--- src/rtl/simon_button_conditioner.sv ---
// Debounces the four Simon colour buttons and emits one one-hot press pulse per physical press.
// Optional 2-flop input synchroniser enabled by defining SIMON_BTN_SYNC_EN.
module simon_button_conditioner #(
    parameter int NUM_BTN         = 4,
    parameter int DEBOUNCE_CYCLES = 16,
    parameter int CNT_W           = 16
) (
    input  logic               clk,
    input  logic               resetn,
    input  logic [NUM_BTN-1:0] btn_raw,
    input  logic               en,
    output logic [NUM_BTN-1:0] press,
    output logic               press_valid,
    output logic [1:0]         press_code,
    output logic               multi_err,
    output logic               held
);

    typedef enum logic [1:0] {
        ST_IDLE = 2'd0,
        ST_QUAL = 2'd1,
        ST_HELD = 2'd2,
        ST_REL  = 2'd3
    } state_t;

    localparam logic [CNT_W-1:0] CNT_LAST = CNT_W'(DEBOUNCE_CYCLES - 1);
    localparam logic [CNT_W-1:0] CNT_ONE  = {{(CNT_W-1){1'b0}}, 1'b1};

    function automatic logic is_one_hot(input logic [NUM_BTN-1:0] v);
        logic [7:0] ones;
        ones = 8'd0;
        for (int i = 0; i < NUM_BTN; i++) begin
            if (v[i]) begin
                ones = ones + 8'd1;
            end
        end
        return (ones == 8'd1);
    endfunction

    function automatic logic [1:0] one_hot_index(input logic [NUM_BTN-1:0] v);
        logic [1:0] idx;
        idx = 2'd0;
        for (int i = 0; i < NUM_BTN; i++) begin
            if (v[i]) begin
                idx = 2'(i);
            end
        end
        return idx;
    endfunction

    logic [NUM_BTN-1:0] samp_s;

`ifdef SIMON_BTN_SYNC_EN
    logic [NUM_BTN-1:0] sync1_q;
    logic [NUM_BTN-1:0] sync2_q;

    // Two-flop synchroniser bringing the asynchronous pins into the clk domain.
    always_ff @(posedge clk) begin
        if (!resetn) begin
            sync1_q <= '0;
            sync2_q <= '0;
        end else begin
            sync1_q <= btn_raw;
            sync2_q <= sync1_q;
        end
    end

    assign samp_s = sync2_q;
`else
    assign samp_s = btn_raw;
`endif

    state_t             state_q;
    logic [CNT_W-1:0]   cnt_q;
    logic [NUM_BTN-1:0] cand_q;
    logic [NUM_BTN-1:0] press_q;
    logic               press_valid_q;
    logic [1:0]         press_code_q;
    logic               multi_err_q;
    logic               held_q;

    // Debounce FSM with registered one-cycle event outputs.
    always_ff @(posedge clk) begin
        if (!resetn) begin
            state_q       <= ST_IDLE;
            cnt_q         <= '0;
            cand_q        <= '0;
            press_q       <= '0;
            press_valid_q <= 1'b0;
            press_code_q  <= 2'd0;
            multi_err_q   <= 1'b0;
            held_q        <= 1'b0;
        end else begin
            press_q       <= '0;
            press_valid_q <= 1'b0;
            press_code_q  <= 2'd0;
            multi_err_q   <= 1'b0;
            case (state_q)
                ST_IDLE: begin
                    held_q <= 1'b0;
                    cnt_q  <= '0;
                    if (samp_s != '0) begin
                        cand_q  <= samp_s;
                        cnt_q   <= CNT_ONE;
                        state_q <= ST_QUAL;
                    end
                end
                ST_QUAL: begin
                    held_q <= 1'b0;
                    if (samp_s != cand_q) begin
                        cnt_q   <= '0;
                        state_q <= ST_IDLE;
                    end else if (cnt_q >= CNT_LAST) begin
                        // en only matters on this accepting edge; multi_err is never masked.
                        cnt_q   <= '0;
                        held_q  <= 1'b1;
                        state_q <= ST_HELD;
                        if (!is_one_hot(cand_q)) begin
                            multi_err_q <= 1'b1;
                        end else if (en) begin
                            press_q       <= cand_q;
                            press_valid_q <= 1'b1;
                            press_code_q  <= one_hot_index(cand_q);
                        end
                    end else begin
                        cnt_q <= cnt_q + CNT_ONE;
                    end
                end
                ST_HELD: begin
                    held_q <= 1'b1;
                    if (samp_s == '0) begin
                        cnt_q   <= CNT_ONE;
                        state_q <= ST_REL;
                    end
                end
                ST_REL: begin
                    if (samp_s != '0) begin
                        cnt_q   <= '0;
                        held_q  <= 1'b1;
                        state_q <= ST_HELD;
                    end else if (cnt_q >= CNT_LAST) begin
                        cnt_q   <= '0;
                        held_q  <= 1'b0;
                        state_q <= ST_IDLE;
                    end else begin
                        held_q <= 1'b1;
                        cnt_q  <= cnt_q + CNT_ONE;
                    end
                end
                default: begin
                    cnt_q   <= '0;
                    cand_q  <= '0;
                    held_q  <= 1'b0;
                    state_q <= ST_IDLE;
                end
            endcase
        end
    end

    assign press       = press_q;
    assign press_valid = press_valid_q;
    assign press_code  = press_code_q;
    assign multi_err   = multi_err_q;
    assign held        = held_q;

endmodule

--- config.mk ---
export PLATFORM = sky130hd
export DESIGN_NAME = simon_button_conditioner
export DESIGN_NICKNAME = d
export VERILOG_FILES = /design/src/rtl/simon_button_conditioner.sv
export SDC_FILE = /design/constraint.sdc
export NUM_CORES = 1
export LEC_CHECK = 0
export CORE_MARGIN = 2
export CORE_UTILIZATION = 55
export CTS_CLUSTER_SIZE = 30
export DETAILED_ROUTE_END_ITERATION = 7
export HOLD_SLACK_MARGIN = 0.06
export PLACE_DENSITY = 0.78
export SYNTH_ARGS = -nofsm -noshare
export SYNTH_HDL_FRONTEND = slang
export SYNTH_SLANG_ARGS = --single-unit
--- constraint.sdc ---
create_clock -name clk -period 2.9 [get_ports clk]
set_clock_uncertainty 0.1 [all_clocks]
set_input_delay 0.58 -clock clk [delete_from_list [all_inputs] [get_ports clk]]
set_output_delay 0.58 -clock clk [all_outputs]
set_load 0.02 [all_outputs]
==> impl_metrics.yaml <==
power:
  leakage_nw: 0.602
  p_per_area_nw_per_um2: 493
  ir_drop_uv: 553
  total_power_mw: 0.896
setup_path:
  r2r_slack_ns: 0.52
  startpoint: "cand_q[0]"
  reg2reg_from: "cand_q[0]"
  start_kind: "flop"
  worstPathRequired_ns: 3.07
  critPathMaxFanout: 8
  cp_num_buf_inv: 2
  crit_path_end_kind: "flop"
  cp_slowest_cell: "dfxtp_1"
  cpLargestDelayFamily: "adder cells"
  worstPathArrival_ns: 2.55
  path_cells: "inv_1 > ha_1 > xnor2_1 > inv_1 > ha_1 > xnor2_1 > a31oi_1 > o32a_1 > nor3b_1"
  path_class: "flop to flop"
  cpPeakStageDelay_ns: 0.42
clock_network:
  cts_setup_buffers: 0
  ctsHoldBuffers: 0
  root_buffer: "clkbuf_4"
  cts_tree: "yes"
  cts_buffers: 5
  clk_latency_ns: 0.35
  clk_pin_slew_worst_paths_ns: 0.10
  cts_htree_levels: 2
  clock_sinks: 31
  cts.path.max_buffers: 2
  cts.repair.resized: 0
floorplan:
  ioPinCount: 16
  start_util_pct: 57.1
  die_h_um: 57.0
  die_w_um: 57.0
  rows: 19
  die_area_um2: 3250
  core_area_um2: 2710
route:
  drtAntennaViolNets: 0
  dr.pass1.iters: 4
  wl_um: 3370
  drc: 0
  num_vias: 1394
  wl_per_cell_um: 15.0
  drtIter0Drc: 88
  viasPerCell: 6.22
global_routing:
  antenna_found_initial: 0
  grt.total_usage_pct: 22.5
  grt_pass1_vias: 1293
  grt_first_pass_wirelength_um: 5620
  grt_max_degree: 16
  gr-total-overflow: 0
logic_synthesis:
  synth_seq_cells: 31
  synth_edf_count: 0
  synth_mux_area_share_pct: 0
  synth_fp_nets: 185
  synth_top_family_by_area: "simple AND/OR/NAND/NOR gates"
  synth.area.top_cells: "dfxtp_1 40%, nor3_1 5.8%, xor2_1 4.0%"
  synthAdderAreaFrac_pct: 3.24
  synth-main-ff-cell: "dfxtp_1"
  post-synth-top-count-cell: "dfxtp_1"
  netlist_area_um2: 1550
  avgSynthCellArea_um2: 8.89
  synth_commonest_cells: "31 x dfxtp_1, 18 x nor3_1, 12 x nor2_1, 8 x a21oi_1, 8 x inv_1"
  async_reset_ff_share_pct: 0
  synth_compound_area_share_pct: 19.3
  synth.top_cell.area_share_pct: 40.1
  seq_area_frac_synth_pct: 40.1
  synth_xor_area_share_pct: 6.80
  synth_cells: 174
  synth.yosys.warnings: 0
  ys_types: 43
  yosys.area_share.simple_pct: 26.1
  yosys.area.top_type: "dfxtp_1"
timing:
  fmax_ghz: 0.420
  setup_violations: 0
  rsz0062_at_grt: "false"
  setup_ws_ns: 0.522
  tightestPinTransition_ns: 0.379
  fin_crit_ns: 2.38
  drv_slew: 0
  hold_violations: 0
  fin_setup_tns_ns: 0
  finalCritPeriodShare_pct: 82.0
  relSlewSlack_pct: 74.7
layout:
  fin_area_um2: 1820
  fillers: 230
  instances_no_fill: 224
  area_growth_pct: 17.5
  nets: 203
  drive_gt1_share_pct: 9.84
  num_antenna_cells: 0
hold_path:
  min-delay-start: "cnt_q[4]"
  hp-class: "flop to flop"
flow_run:
  maxCapViolations: 0
placement:
  place_area_um2: 1730
  dpl_worst_slack_ns: 0.235
  hpwlAfterDp_um: 2480
  io_buffers: 15
  dp.cells: 216
  place_congestion: 0.869
run_status:
  status: "completed"
-- cell usage in the layout (no fill, tap or decap), types with 4 or more instances in the layout --
cell / netlist / final
dfxtp_1: 31 / 31
nor3_1: 18 / 18
clkdlybuf4s50_1: 0 / 15
nor2_1: 12 / 12
inv_1: 8 / 8
a21oi_1: 8 / 8
xor2_1: 7 / 7
a22oi_1: 6 / 6
xnor2_1: 5 / 5
nor4_1: 5 / 5
nand2b_1: 5 / 5
nand2_1: 5 / 5
clkbuf_4: 0 / 5
nand3_1: 4 / 4
o21ai_0: 4 / 4
ha_1: 4 / 4
buf_4: 0 / 4
-- path summary, 6_finish.rpt --
check                           cells after the start        end
worst min register to register                      1   cnt_q[4]
worst max register to register                      9  multi_err
worst min-delay path                                1   cnt_q[4]
worst max-delay path                                9  multi_err
-- sequential cells by signal, indices dropped and copies added, names as in the netlist --
register,cells
press,4
state_q,2
cand_q,4
press_code,2
press_valid,1
cnt_q,16
multi_err,1
held,1
-- cells by family (layout without fill, tap and decap cells) --
logic type                 after synthesis  count (layout)
buffers and inverters                   17              36
xor gates and xnor gates                12              12
adders and majority gates                4               4
DFF                                     31              31
AOI/OAI and AO/OA                       41              41
and+or+nand+nor                         69              69
-- where the power goes --
| group | switching (mW) | internal [mW] | total, mW | leakage [nW] |
|---|---|---|---|---|
| Clock | 0.151 | 0.204 | 0.354 | 0.0482 |
| Combinational | 0.0544 | 0.0417 | 0.0961 | 0.303 |
| Sequential | 0.0134 | 0.432 | 0.446 | 0.251 |
-- metrics by stage --
| step | hold slack, ns | utilization (%) |
|---|---|---|
| 2_1_floorplan | 0.375 | - |
| 3_3_place_gp | 0.388 | 63.9 |
| 3_5_place_dp | 0.398 | 63.9 |
| 4_1_cts | 0.412 | 67.0 |
| 5_1_grt | 0.426 | 67.0 |
| 6_report | 0.416 | 67.0 |
-- final cells by class --
cell class                      count  area (um2)  share of cell area, %
Multi-Input combinational cell    126         857                   47.2
Sequential cell                    31         621                   34.2
Timing Repair Buffer               19         180                   9.92
Clock buffer                        6        51.3                   2.82
Tap cell                           31        38.8                   2.13
Clock inverter                      2        35.0                   1.93
Inverter                            9        33.8                   1.86
-- metal layers --
| metal | part of all wire, % | up-vias | global-route usage (%) |
|---|---|---|---|
| met5 | 0 | - | 0 |
| met4 | 2.0 | 0 | 9.63 |
| met3 | 7.8 | 10 | 8.62 |
| met2 | 47 | 46 | 36.3 |
| met1 | 43 | 648 | 26.9 |
| li1 | - | 690 | - |
(Power assumes the default switching activity.)
